--- src/rtl/dm_port_arbiter.sv ---
// -----------------------------------------------------------------------------
// dm_port_arbiter
//   Shares the single-port data-memory BRAM between the CPU memory-access
//   stage and an external loader/debug port. Accesses are serialised by a
//   small FSM (IDLE -> ISSUE -> [WAIT] -> RESP -> IDLE). cpu_done doubles as
//   the DMdone stall-release pulse for the CPU pipeline.
//
//   Build option: DMARB_FIXED_PRIO_EN
//     defined     - CPU always wins a tie; EXT is served only when cpu_req
//                   is low in IDLE.
//     not defined - round-robin between the two requesters.
//
// Ports
//   clk, rst                       clock; asynchronous active-low reset
//   cpu_req/we/addr/wdata          CPU request side (held until cpu_done)
//   cpu_rdata, cpu_done            CPU read data (held) and completion pulse
//   ext_req/we/addr/wdata          external port request side
//   ext_rdata, ext_done            external port read data and completion
//   mem_clka/ena/wea/addra/dina    BRAM port A control and write data
//   mem_douta                      BRAM read data
//   busy                           high whenever the FSM is not idle
// -----------------------------------------------------------------------------
module dm_port_arbiter #(
  parameter int ADDR_W     = 7,
  parameter int DATA_W     = 32,
  parameter int RD_LATENCY = 2
) (
  input  logic              clk,
  input  logic              rst,
  input  logic              cpu_req,
  input  logic              cpu_we,
  input  logic [ADDR_W-1:0] cpu_addr,
  input  logic [DATA_W-1:0] cpu_wdata,
  output logic [DATA_W-1:0] cpu_rdata,
  output logic              cpu_done,
  input  logic              ext_req,
  input  logic              ext_we,
  input  logic [ADDR_W-1:0] ext_addr,
  input  logic [DATA_W-1:0] ext_wdata,
  output logic [DATA_W-1:0] ext_rdata,
  output logic              ext_done,
  output logic              mem_clka,
  output logic              mem_ena,
  output logic              mem_wea,
  output logic [ADDR_W-1:0] mem_addra,
  output logic [DATA_W-1:0] mem_dina,
  input  logic [DATA_W-1:0] mem_douta,
  output logic              busy
);

  typedef enum logic [1:0] {
    S_IDLE  = 2'd0,
    S_ISSUE = 2'd1,
    S_WAIT  = 2'd2,
    S_RESP  = 2'd3
  } state_t;

  localparam int CNT_W = (RD_LATENCY > 1) ? $clog2(RD_LATENCY) : 1;
  localparam logic [CNT_W-1:0] WAIT_LOAD = CNT_W'(RD_LATENCY - 1);

  state_t              state, state_nxt;
  logic                grant_ext;   // 1 = current access belongs to EXT
  logic                pick_ext;    // arbitration result while in IDLE
  logic                any_req;
  logic                lat_we;
  logic [ADDR_W-1:0]   lat_addr;
  logic [DATA_W-1:0]   lat_wdata;
  logic [CNT_W-1:0]    wait_cnt;

`ifndef DMARB_FIXED_PRIO_EN
  logic                last_ext;    // 1 = EXT got the most recent grant
`endif

  assign mem_clka = clk;
  assign any_req  = cpu_req | ext_req;

  // Winner selection; only consumed in IDLE.
  always_comb begin
`ifdef DMARB_FIXED_PRIO_EN
    pick_ext = ~cpu_req;
`else
    pick_ext = ext_req & (~cpu_req | ~last_ext);
`endif
  end

  always_ff @(posedge clk or negedge rst) begin
    if (!rst) state <= S_IDLE;
    else      state <= state_nxt;
  end

  always_comb begin
    state_nxt = state;
    case (state)
      S_IDLE:  if (any_req) state_nxt = S_ISSUE;
      S_ISSUE: state_nxt = lat_we ? S_RESP : S_WAIT;
      S_WAIT:  if (wait_cnt == '0) state_nxt = S_RESP;
      S_RESP:  state_nxt = S_IDLE;
      default: state_nxt = S_IDLE;
    endcase
  end

  always_ff @(posedge clk or negedge rst) begin
    if (!rst) begin
      grant_ext <= 1'b0;
      lat_we    <= 1'b0;
      lat_addr  <= '0;
      lat_wdata <= '0;
      wait_cnt  <= '0;
      cpu_rdata <= '0;
      ext_rdata <= '0;
`ifndef DMARB_FIXED_PRIO_EN
      last_ext  <= 1'b1;   // CPU wins the first tie after reset
`endif
    end else begin
      if (state == S_IDLE && any_req) begin
        grant_ext <= pick_ext;
`ifndef DMARB_FIXED_PRIO_EN
        last_ext  <= pick_ext;
`endif
        lat_we    <= pick_ext ? ext_we    : cpu_we;
        lat_addr  <= pick_ext ? ext_addr  : cpu_addr;
        lat_wdata <= pick_ext ? ext_wdata : cpu_wdata;
      end

      if (state == S_ISSUE)
        wait_cnt <= WAIT_LOAD;
      else if (state == S_WAIT && wait_cnt != '0)
        wait_cnt <= wait_cnt - CNT_W'(1);

      // Last WAIT cycle: read data is valid, capture into the owner's register.
      if (state == S_WAIT && wait_cnt == '0) begin
        if (grant_ext) ext_rdata <= mem_douta;
        else           cpu_rdata <= mem_douta;
      end
    end
  end

  always_comb begin
    mem_ena   = (state == S_ISSUE) || (state == S_WAIT);
    mem_wea   = (state == S_ISSUE) && lat_we;
    mem_addra = lat_addr;
    mem_dina  = lat_wdata;
    cpu_done  = (state == S_RESP) && !grant_ext;
    ext_done  = (state == S_RESP) &&  grant_ext;
    busy      = (state != S_IDLE);
  end

endmodule

--- config.mk ---
export PLATFORM = sky130hd
export DESIGN_NAME = dm_port_arbiter
export DESIGN_NICKNAME = d
export VERILOG_FILES = /design/src/rtl/dm_port_arbiter.sv
export SDC_FILE = /design/constraint.sdc
export NUM_CORES = 1
export LEC_CHECK = 0
export CAP_MARGIN = 20
export CORE_ASPECT_RATIO = 0.75
export CORE_MARGIN = 3
export CORE_UTILIZATION = 43
export DETAILED_ROUTE_END_ITERATION = 10
export PLACE_DENSITY = 0.85
export SYNTH_ARGS = -nofsm -noshare
export SYNTH_HDL_FRONTEND = slang
export SYNTH_SLANG_ARGS = --single-unit
--- constraint.sdc ---
create_clock -name clk -period 4.4 [get_ports clk]
set_input_delay 0.44 -clock clk [delete_from_list [all_inputs] [get_ports clk]]
set_output_delay 0.44 -clock clk [all_outputs]
set_load 0.02 [all_outputs]
; ---- Word-level counts from Yosys, hierarchy flattened
; Cells that the tools add are included.
; Widths: inputs -> output; s select.
[classes]
add_sub_neg = 1
n_eq_ne = 5
muxes = 9
n_bitwise = 7
n_reduce_logical = 14
[op_table]
columns = cell, count
row1 = $mux 32, 1
row2 = $pmux 2 s4, 1
row3 = $mux 7, 1
row4 = $logic_and 1x1->1, 6
row5 = $reduce_and 2->1, 3
row6 = $eq 2x2->1 const B, 2
row7 = $mux 1, 4
row8 = $mux 2, 2
row9 = $ne 2x2->1 const B, 2
row10 = $not 1->1, 4
row11 = $reduce_bool 2->1, 2
row12 = $eq 2x1->1 const B, 1
row13 = $logic_not 2->1, 1
row14 = $or 1x1->1, 2
row15 = $and 1x1->1, 1
row16 = $logic_not 1->1, 1
row17 = $logic_or 1x1->1, 1
row18 = $sub 1x1->1 const B, 1
[totals]
reg_bits = 109
input_bits = 116
out_inout_bits = 109
wordCells = 45

; ---- Longest topological paths before layout
[depth]
word_depth = 4
ltp_mapped = 6
mapped_depth_nobuf = 5

==> summary.txt <==
======================================================================================================
Worst path required time ................................................................      3960 ps
Number of vias in the routed layout .....................................................        3,849
Core ar. ................................................................................    9930 um^2
Synthesis-to-finish area growth .........................................................       60.27%
Static Leakage ..........................................................................     3.053 nW
Detail-routed net length per standard cell ..............................................     17.82 um
Number of distinct library cells after synthesis ........................................           28
Later-pin clock latency in the skew report ..............................................       460 ps
First drt pass iteration count ..........................................................            4
Post-detailed-placement half-perimeter wirelength .......................................     9.442 mm
Post-synthesis sequential element count .................................................          109
Total setup buffers inserted after CTS ..................................................            0
Fraction of synthesized cell area in xor and xnor cells .................................           0%
Multiplexer share of the synthesized area ...............................................       16.24%
Critical Setup Path Class ............................................................... clock port to output pin
Row Count ...............................................................................           31
Setup Viol. Count Final .................................................................            0
Highest fanout seen on the critical path ................................................            2
Top cells by area in the synthesized netlist ............................................ sky130_fd_sc_hd__dfrtp_1, sky130_fd_sc_hd__mux2_2, sky130_fd_sc_hd__a21oi_1
Die extent in x .........................................................................     124.2 um
Sum of internal, switching and leakage power ............................................     5.637 mW
Antenna Cells ...........................................................................            0
Number of maximum-capacitance violations ................................................            0
Post-detailed-route via-to-cell ratio ...................................................        5.166
Top-level port count ....................................................................          225
Area share of the largest cell type after synthesis .....................................       59.97%
DRC .....................................................................................            0
Aggregate routed wire length ............................................................     13.28 mm
Reg-to-reg critical path startpoint .....................................................     state[0]
Max transition margin ...................................................................       42.12%
Number of violations reported at the end of detailed-routing iteration 0 ................          207
Clock transition at the register clock pins on the worst setup and hold paths after CTS .        80 ps
Via count of the first global-routing pass ..............................................        4,083
Combined area of the multi-input logic cells ............................................    1640 um^2
Die ar. .................................................................................  11,760 um^2
Dominant combinational cell family by area after synthesis .............................. multiplexers
Starting utilization of the core area ...................................................       45.39%
Number of filler instances in the final layout ..........................................          710
Synthesis warning total .................................................................            0
Cells after Synth .......................................................................          386
Outcome .................................................................................    completed
Share of flip-flops with an asynchronous set or reset ...................................       100.0%
Global-route congestion overflow total ..................................................            0
FF+latch area ...........................................................................    2729 um^2
Worst VDD drop ..........................................................................    0.4742 mV
Largest net degree at the start of global routing .......................................           70
Crit path DAT ...........................................................................      2980 ps
TritonCTS clock tree ....................................................................          yes
Post-synthesis cell area ................................................................    4507 um^2
Crit. End Element .......................................................................   output pin
Count of final hold-check violations ....................................................            0
Global-route wire length before repair ..................................................     21.30 mm
Flip-flop cell with the highest count after synthesis ................................... sky130_fd_sc_hd__dfrtp_1
Terminus of the critical flop-to-flop path .............................................. cpu_rdata[29]
Logic depth of the worst register-to-register path ......................................            6
Die Y ...................................................................................     94.66 um
# nets final ............................................................................          729
Synthesized-area fraction occupied by ao, oa, aoi and oai cells .........................       10.63%
Worst clock skew on the final layout ....................................................     6.633 ps
Mean instance size in the synthesized netlist ...........................................   11.68 um^2
Setup total negative slack ..............................................................         0 ps
Final weighted congestion in routability-driven placement ...............................       0.8290
Slew at the pin closest to its max-slew limit ...........................................     868.3 ps
Cell type contributing the most total cell area after synthesis ......................... sky130_fd_sc_hd__dfrtp_1
Post-synth EDFFs ........................................................................            0
Flop-to-flop setup slack ................................................................      2390 ps
Port buffer count .......................................................................          224
Simple-gate area share of the yosys netlist .............................................       7.968%
Share of synthesized area occupied by flip-flops and latches ............................       60.55%
Sort of element at the start of the critical path .......................................   clock port
Final Max Slew Viols ....................................................................            0
Kind of path behind the tightest hold check ............................................. input port to async pin
Global-route usage over all layers ......................................................       23.05%
Pwr dens ................................................................................ 780.5 nW/um^2
Antenna Nets Post-Route .................................................................            0
Unrepaired setup endpoints after global routing .........................................           no
Number of resized instances in the post-cts repair step .................................            0
Adder-cell area share of the yosys netlist ..............................................       1.388%
Number of hold-repair buffers added at the cts stage ....................................            0
Net count after synthesis ...............................................................          507
Antenna violations before repair ........................................................            0
Fraction of final layout cells with drive strength greater than 1 .......................       15.33%
======================================================================================================
==> synth_stat cells (3+ instances only) <==
| cell type | instances |
|---|---|
| sky130_fd_sc_hd__mux2_2 | 63 |
| sky130_fd_sc_hd__ha_1 | 5 |
| sky130_fd_sc_hd__nand2_1 | 41 |
| sky130_fd_sc_hd__buf_6 | 3 |
| sky130_fd_sc_hd__a21oi_1 | 81 |
| sky130_fd_sc_hd__buf_2 | 5 |
| sky130_fd_sc_hd__dfrtp_1 | 108 |
| sky130_fd_sc_hd__clkbuf_1 | 11 |
| sky130_fd_sc_hd__buf_4 | 4 |
| sky130_fd_sc_hd__nor2_1 | 42 |
| sky130_fd_sc_hd__inv_1 | 4 |
==> critical path, cell delays in order <==
cell and delay [ps]:
sky130_fd_sc_hd__clkbuf_16 120, sky130_fd_sc_hd__clkbuf_16 130, sky130_fd_sc_hd__clkdlybuf4s50_1 530
==> metal layers <==
| metal | routed length, um | track usage, % | up-vias |
|---|---|---|---|
| met3 | 984 | 8.310 | 22 |
| met5 | 0 | 0 | - |
| met2 | 6945 | 39.84 | 150 |
| met1 | 5056 | 26.62 | 1908 |
| li1 | - | - | 1769 |
| met4 | 289 | 8.850 | 0 |
==> cell usage in the layout (no fill, tap or decap), types with 2 or more instances in the layout <==
master and count:
sky130_fd_sc_hd__clkdlybuf4s50_1 223, sky130_fd_sc_hd__dfrtp_1 108, sky130_fd_sc_hd__a21oi_1 81, sky130_fd_sc_hd__mux2_2 63, sky130_fd_sc_hd__nor2_1 42, sky130_fd_sc_hd__nand2_1 41, sky130_fd_sc_hd__clkbuf_16 12, sky130_fd_sc_hd__buf_4 7
sky130_fd_sc_hd__ha_1 5, sky130_fd_sc_hd__inv_1 4, sky130_fd_sc_hd__and2_1 2, sky130_fd_sc_hd__mux2_1 2, sky130_fd_sc_hd__inv_6 2, sky130_fd_sc_hd__clkinv_2 2
==> how the worst max path moves through the flow <==
stage | from | end | slack, ps | cells past startpoint
detailed placement | clk | mem_clka | 1250 | 1
global route | clk | mem_clka | 970 | 3
CTS | clk | mem_clka | 970 | 3
finish | clk | mem_clka | 980 | 3
floorplan | clk | mem_clka | 1630 | 1
global placement | clk | mem_clka | 1250 | 1
==> power breakdown <==
group	internal, mW	switching (mW)	total, mW
Combinational	1.42	1.42	2.84
Clock	0.576	0.406	0.982
Sequential	1.52	0.296	1.82
==> layout make-up <==
class | instances | share of cell area, %
clock buffer | 13 | 4.296
clock inverter | 7 | 1.022
inverter | 4 | 0.2079
multi-input combinational | 250 | 22.71
sequential | 109 | 37.78
tap | 132 | 2.286
timing repair buffer | 230 | 31.70
==> metrics by stage <==
step	util [%]	instance area, um^2	worst slack, ps	cells	hold slack [ps]
3_3_place_gp	68.83	6834	1252	725	469.1
5_1_grt	72.74	7223	970.2	745	154.6
3_5_place_dp	68.98	6849	1252	726	486.6
6_report	72.74	7223	979.1	745	75.89
2_1_floorplan	-	4507	1626	386	144.4
4_1_cts	72.74	7223	973.1	745	117.8
==> sequential cells by signal (all words and copies together) (netlist names) <==
| name | cells |
|---|---|
| mem_dina | 32 |
| grant_ext | 1 |
| lat_we | 1 |
| wait_cnt | 1 |
| state | 2 |
| mem_addra | 7 |
| ext_rdata | 32 |
| last_ext | 1 |
| cpu_rdata | 32 |
==> kinds of logic (layout without fill, tap and decap cells) <==
kind of cell	count (synthesis)	in the layout
adder cells (fa/ha/maj)	5	5
flip-flops	109	109
buffers and inverters	27	254
AO/OA/AOI/OAI	91	91
AND/OR/NAND/NOR	89	89
multiplexers	65	65
Note: power is estimated with default switching activity, not from simulation.
